==> config.mk <==
export PLATFORM = sky130hd
export DESIGN_NAME = gb_timer
export DESIGN_NICKNAME = d
export VERILOG_FILES = /design/src/rtl/gb_timer.sv
export SDC_FILE = /design/constraint.sdc
export NUM_CORES = 1
export LEC_CHECK = 0
export CAP_MARGIN = 20
export CORE_MARGIN = 1
export CORE_UTILIZATION = 54
export DETAILED_ROUTE_END_ITERATION = 8
export PLACE_DENSITY = 0.8
export SLEW_MARGIN = 20
export SYNTH_ARGS = -nofsm -noshare
export SYNTH_HDL_FRONTEND = slang
export SYNTH_SLANG_ARGS = --single-unit
==> constraint.sdc <==
create_clock -name clk -period 2.5 [get_ports clk]
set_input_delay 0.25 -clock clk [delete_from_list [all_inputs] [get_ports clk]]
set_output_delay 0.25 -clock clk [all_outputs]
set_load 0.02 [all_outputs]
==> src/rtl/gb_timer.sv <==
// DMG-style DIV/TIMA/TMA/TAC timer with falling-edge tick detection and delayed TMA reload.
// Build option GB_TIMER_IRQ_LATCH_EN: irq_timer becomes a sticky flag cleared by irq_ack.
module gb_timer #(
    parameter logic [15:0] BASE_ADDR = 16'hFF04,
    parameter int unsigned OVF_DELAY = 4
) (
    input  logic        clk,
    input  logic        rst,
    input  logic [15:0] addr,
    input  logic        wr_en,
    input  logic        rd_en,
    input  logic [7:0]  wr_data,
`ifdef GB_TIMER_IRQ_LATCH_EN
    input  logic        irq_ack,
`endif
    output logic [7:0]  rd_data,
    output logic        hit,
    output logic        irq_timer
);

    typedef enum logic [1:0] {
        ST_RUN,
        ST_OVF,
        ST_RELOAD
    } state_t;

    localparam int unsigned DW = (OVF_DELAY > 2) ? $clog2(OVF_DELAY) : 1;
    localparam logic [DW-1:0] DELAY_INIT = DW'(OVF_DELAY - 1);

    logic [15:0]   r_sys_cnt;
    logic [7:0]    r_tima;
    logic [7:0]    r_tma;
    logic [2:0]    r_tac;
    logic          r_tick_d;
    state_t        r_state;
    logic [DW-1:0] r_delay_cnt;
    logic [7:0]    r_rd_data;
    logic          r_hit;

    logic [15:0]   w_offset;
    logic          w_in_range;
    logic          w_wr_div;
    logic          w_wr_tima;
    logic          w_wr_tma;
    logic          w_wr_tac;
    logic          w_sel_bit;
    logic          w_tick_in;
    logic          w_fall;
    logic          w_reload;
    logic [7:0]    w_rd_mux;
    state_t        w_state_nxt;
    logic [7:0]    w_tima_nxt;
    logic [DW-1:0] w_delay_nxt;

    // Unsigned offset from the base: anything past +3 (or below base, which wraps) is out of range.
    assign w_offset   = addr - BASE_ADDR;
    assign w_in_range = (w_offset < 16'd4);
    assign w_wr_div   = wr_en && w_in_range && (w_offset[1:0] == 2'd0);
    assign w_wr_tima  = wr_en && w_in_range && (w_offset[1:0] == 2'd1);
    assign w_wr_tma   = wr_en && w_in_range && (w_offset[1:0] == 2'd2);
    assign w_wr_tac   = wr_en && w_in_range && (w_offset[1:0] == 2'd3);

    always_comb begin
        unique case (r_tac[1:0])
            2'b00:   w_sel_bit = r_sys_cnt[9];
            2'b01:   w_sel_bit = r_sys_cnt[3];
            2'b10:   w_sel_bit = r_sys_cnt[5];
            default: w_sel_bit = r_sys_cnt[7];
        endcase
    end

    // A falling edge of the gated tick, not the counter bit itself, clocks TIMA; this is what
    // makes DIV and TAC writes able to inject an extra increment.
    assign w_tick_in = r_tac[2] & w_sel_bit;
    assign w_fall    = r_tick_d & ~w_tick_in;
    assign w_reload  = (r_state == ST_RELOAD);

    always_comb begin
        w_rd_mux = 8'hFF;
        if (w_in_range) begin
            unique case (w_offset[1:0])
                2'd0:    w_rd_mux = r_sys_cnt[15:8];
                2'd1:    w_rd_mux = r_tima;
                2'd2:    w_rd_mux = r_tma;
                default: w_rd_mux = {5'b11111, r_tac};
            endcase
        end
    end

    // NOTE: every signal driven here gets a default first, so no path can infer a latch.
    always_comb begin
        w_state_nxt = r_state;
        w_tima_nxt  = r_tima;
        w_delay_nxt = r_delay_cnt;
        unique case (r_state)
            ST_RUN: begin
                if (w_wr_tima) begin
                    w_tima_nxt = wr_data;
                end else if (w_fall) begin
                    if (r_tima == 8'hFF) begin
                        w_tima_nxt  = 8'h00;
                        w_delay_nxt = DELAY_INIT;
                        w_state_nxt = (OVF_DELAY > 1) ? ST_OVF : ST_RELOAD;
                    end else begin
                        w_tima_nxt = r_tima + 8'd1;
                    end
                end
            end
            ST_OVF: begin
                // RELOAD is the last zero-reading cycle, so OVF lasts OVF_DELAY-1 cycles.
                if (w_wr_tima) begin
                    w_tima_nxt  = wr_data;
                    w_state_nxt = ST_RUN;
                end else begin
                    w_delay_nxt = r_delay_cnt - 1'b1;
                    if (w_delay_nxt == '0) begin
                        w_state_nxt = ST_RELOAD;
                    end
                end
            end
            ST_RELOAD: begin
                w_tima_nxt  = w_wr_tma ? wr_data : r_tma;
                w_state_nxt = ST_RUN;
            end
            default: begin
                w_state_nxt = ST_RUN;
            end
        endcase
    end

    // NOTE: state registers use non-blocking assignments so every flop samples pre-edge values.
    always_ff @(posedge clk) begin
        if (rst) begin
            r_sys_cnt   <= '0;
            r_tima      <= '0;
            r_tma       <= '0;
            r_tac       <= '0;
            r_tick_d    <= 1'b0;
            r_state     <= ST_RUN;
            r_delay_cnt <= '0;
            r_rd_data   <= '0;
            r_hit       <= 1'b0;
        end else begin
            r_sys_cnt   <= w_wr_div ? 16'd0 : r_sys_cnt + 16'd1;
            r_tick_d    <= w_tick_in;
            r_state     <= w_state_nxt;
            r_tima      <= w_tima_nxt;
            r_delay_cnt <= w_delay_nxt;
            if (w_wr_tma) begin
                r_tma <= wr_data;
            end
            if (w_wr_tac) begin
                r_tac <= wr_data[2:0];
            end
            if (rd_en) begin
                r_rd_data <= w_rd_mux;
                r_hit     <= w_in_range;
            end
        end
    end

    assign rd_data = r_rd_data;
    assign hit     = r_hit;

`ifdef GB_TIMER_IRQ_LATCH_EN
    logic r_irq_latch;

    // Setting on RELOAD takes priority over a coincident acknowledge.
    always_ff @(posedge clk) begin
        if (rst) begin
            r_irq_latch <= 1'b0;
        end else if (w_reload) begin
            r_irq_latch <= 1'b1;
        end else if (irq_ack) begin
            r_irq_latch <= 1'b0;
        end
    end

    assign irq_timer = w_reload | r_irq_latch;
`else
    assign irq_timer = w_reload;
`endif

endmodule

==> summary.md <==
| Metric | Value |
|---|---|
| Hold Violations, Final | 0 |
| Die width | 72.3 um |
| Xor and xnor fraction of the mapped netlist area | 5.25% |
| Number of global-route vias before repair | 2164 |
| Die ar. | 5230 um^2 |
| Largest family of logic cells by synthesized area | simple AND/OR/NAND/NOR gates |
| Pwr per Cell Area | 485 nW/um^2 |
| Slew headroom | 54.8% |
| Max VDD drop | 0.281 mV |
| Required time worst endpoint | 2.72 ns |
| Leak | 1.22 nW |
| Post-synth EDFFs | 0 |
| Synth Area in Compound Gates | 18.0% |
| Fillers | 389 |
| Final cell count without fillers | 405 |
| Fin area | 3220 um^2 |
| Wirelength, routed | 6.28 mm |
| Worst Path Max Fanout | 4 |
| Die height | 72.3 um |
| Slew at the pin closest to its max-slew limit | 0.677 ns |
| Final setup skew | 0.00677 ns |
| IO Pins | 38 |
| Grt total ovfl | 0 |
| CTS tree | done |
| FF+latch count, synth | 49 |
| DP Worst Slack | 0.0105 ns |
| List of most frequent post-synthesis cells | dfxtp_1, nor2_1, nand2_1, inv_1, nand3_1 |
| Clk sinks | 49 |
| Hpwl dp | 4.76 mm |
| Crit Path Class | primary input to flop |
| Yosys top cell by area | dfxtp_1 |
| Max Cap Violations | 0 |
| Skew-Pair Late Insertion Delay | 0.31 ns |
| Fmax achieved | 456 MHz |
| Nets | 372 |
| WL/cell | 15.5 um |
| Hold/Removal Path Class | flop to flop |
| Gpl congestion | 0.852 |
| CP endpoint kind | flop |
| Multiplexer area fraction after synthesis | 10.6% |
| Core Region | 4720 um^2 |
| Syn Area/Cell | 8.98 um^2 |
| Ys flop type | dfxtp_1 |
| Final setup fails | 0 |
| Tmin final | 2.19 ns |
| RSZ-0062 raised after global routing | no |
| GRT Resource Usage Total | 25.7% |
| Syn nets | 332 |
| Top cell type's share of synthesized area | 36.8% |
| Simple-gate share of the synthesized area | 21.4% |
| Starting Density | 56.5% |
| Top-count cell post-synth | dfxtp_1 |
| CTS Hold Bufs | 0 |
| Total Neg Setup Slack | 0 ns |
| Finished Core Util | 68.2% |
| Inserted Clock Buffers | 5 |
| Fraction of registers with async set/reset | 0% |
| Largest net degree at the start of global routing | 18 |
| Max clock buf depth | 2 |
| Area of the mapped netlist | 2670 um^2 |
| Clock root buffer master | clkbuf_8 |
| Final Slew Violations | 0 |
| Row cnt | 25 |
| CP startpoint kind | primary input |
| Share of cells above drive strength 1 | 12.7% |
| Register area share after synthesis | 36.8% |
| Port Buffer Count | 37 |
| Drt first pass iters | 4 |
| Clock transition at the registers of the reported paths | 0.09 ns |
| Synthesis-to-layout area growth | 20.8% |
| Initial antenna violation count | 0 |
| Synthesis Warnings | 0 |
| Post-cts sizing count | 0 |
| Post-CTS Setup Inserts | 0 |
| Area after DPL | 3130 um^2 |
| Initial DRC count | 139 |
| Dominant cells by area after synthesis | dfxtp_1, nor2_1, mux2i_1 |
| Final ANT Viol Nets | 0 |
| Period utilization | 87.7% |
| Fraction of the mapped netlist area in adder cells | 3.28% |
| Status | completed |
| Critical Path AT | 2.41 ns |
| Post-synthesis cell type count | 60 |
| Via density | 5.80 |
| DRC | 0 |
| Final setup margin | 0.308 ns |
| Cells after Synth | 297 |
| H-tree Lvls | 2 |
| Vias | 2350 |
| First-pass GRT wire length | 10.3 mm |
| DP Cell Count | 397 |
| N_diodes | 0 |
[logic make-up (layout without fill, tap and decap cells)]
logic type / after synthesis / after routing
xor gates and xnor gates: 16 / 16
and+or+nand+nor: 108 / 108
AOI/OAI and AO/OA: 64 / 64
DFF: 49 / 49
muxes: 22 / 22
adders and majority gates: 7 / 7
buffers and inverters: 31 / 72
[layout by cell type, fill, tap and decap left out, types with 2 or more instances in the layout]
cell	n
xnor2_1	7
nor3b_1	2
o32a_1	2
inv_1	17
a21oi_1	14
clkdlybuf4s50_1	37
nor2_1	41
a311oi_1	8
clkbuf_8	5
mux2i_1	12
mux4_2	4
nand2b_1	2
dfxtp_1	49
o21a_1	2
ha_1	7
mux2_2	5
o22ai_1	5
nor3_1	2
or3_1	4
or2_2	2
and3_1	2
buf_4	10
xor2_1	9
o21ai_0	7
nand3_1	16
nand4_1	8
nand2_1	18
a221oi_1	4
o221a_2	4
clkinvlp_4	2
[area by class of cell]
cell class	instances	area [um^2]	area share, %
flip-flops and latches	49	981	30.4
clock buffers	6	72.6	2.25
multi-input cells	217	1560	48.4
clock inverters	2	15.0	0.466
repair buffers	47	445	13.8
well taps	67	83.8	2.60
inverters	17	63.8	1.98
[sequential cells by signal, summed over array words and instances, names as in the netlist]
signal / flops
r_sys_cnt: 16
r_tima: 8
r_tma: 8
rd_data: 8
r_tac: 3
r_delay_cnt: 2
r_state: 2
hit: 1
r_tick_d: 1
[critical path: stages]
cell and delay, ns:
clkdlybuf4s50_1 0.44, nor4b_4 0.37, nand4_4 0.17, or3_1 0.44, buf_4 0.18, o21ai_2 0.16, a21oi_1 0.09, a221oi_1 0.29
[metal layers]
metal	part of all wire, %	wire length (um)	global-route usage, %
met1	44	2780	32.3
met2	47	2930	42.7
met3	6.4	401	5.56
met4	2.8	179	10.7
met5	0	0	0
[through the flow]
stage | hold slack (ns) | power [mW]
after floorplan | 0.394 | 0.997
after global placement | 0.459 | 1.10
after detailed placement | 0.468 | 1.11
after CTS | 0.484 | 1.57
after global routing | 0.495 | 1.62
final | 0.481 | 1.56
[where the power goes]
part	internal (mW)	total [mW]	leakage, nW	switching [mW]
Combinational	0.126	0.251	0.779	0.125
Sequential	0.809	0.838	0.399	0.0284
Clock	0.198	0.474	0.0374	0.277
Total	1.13	1.56	1.22	0.430
[worst paths after layout]
kind | depth (start not counted) | to | from | slack (ns)
setup / recovery | 8 | r_tima[2] | addr[5] | 0.31
hold / removal | 2 | hit | hit | 0.48
setup reg to reg | 7 | r_delay_cnt[1] | r_tima[0] | 0.38
hold reg to reg | 2 | hit | hit | 0.48
No activity file was read; power rests on OpenSTA's default activity.
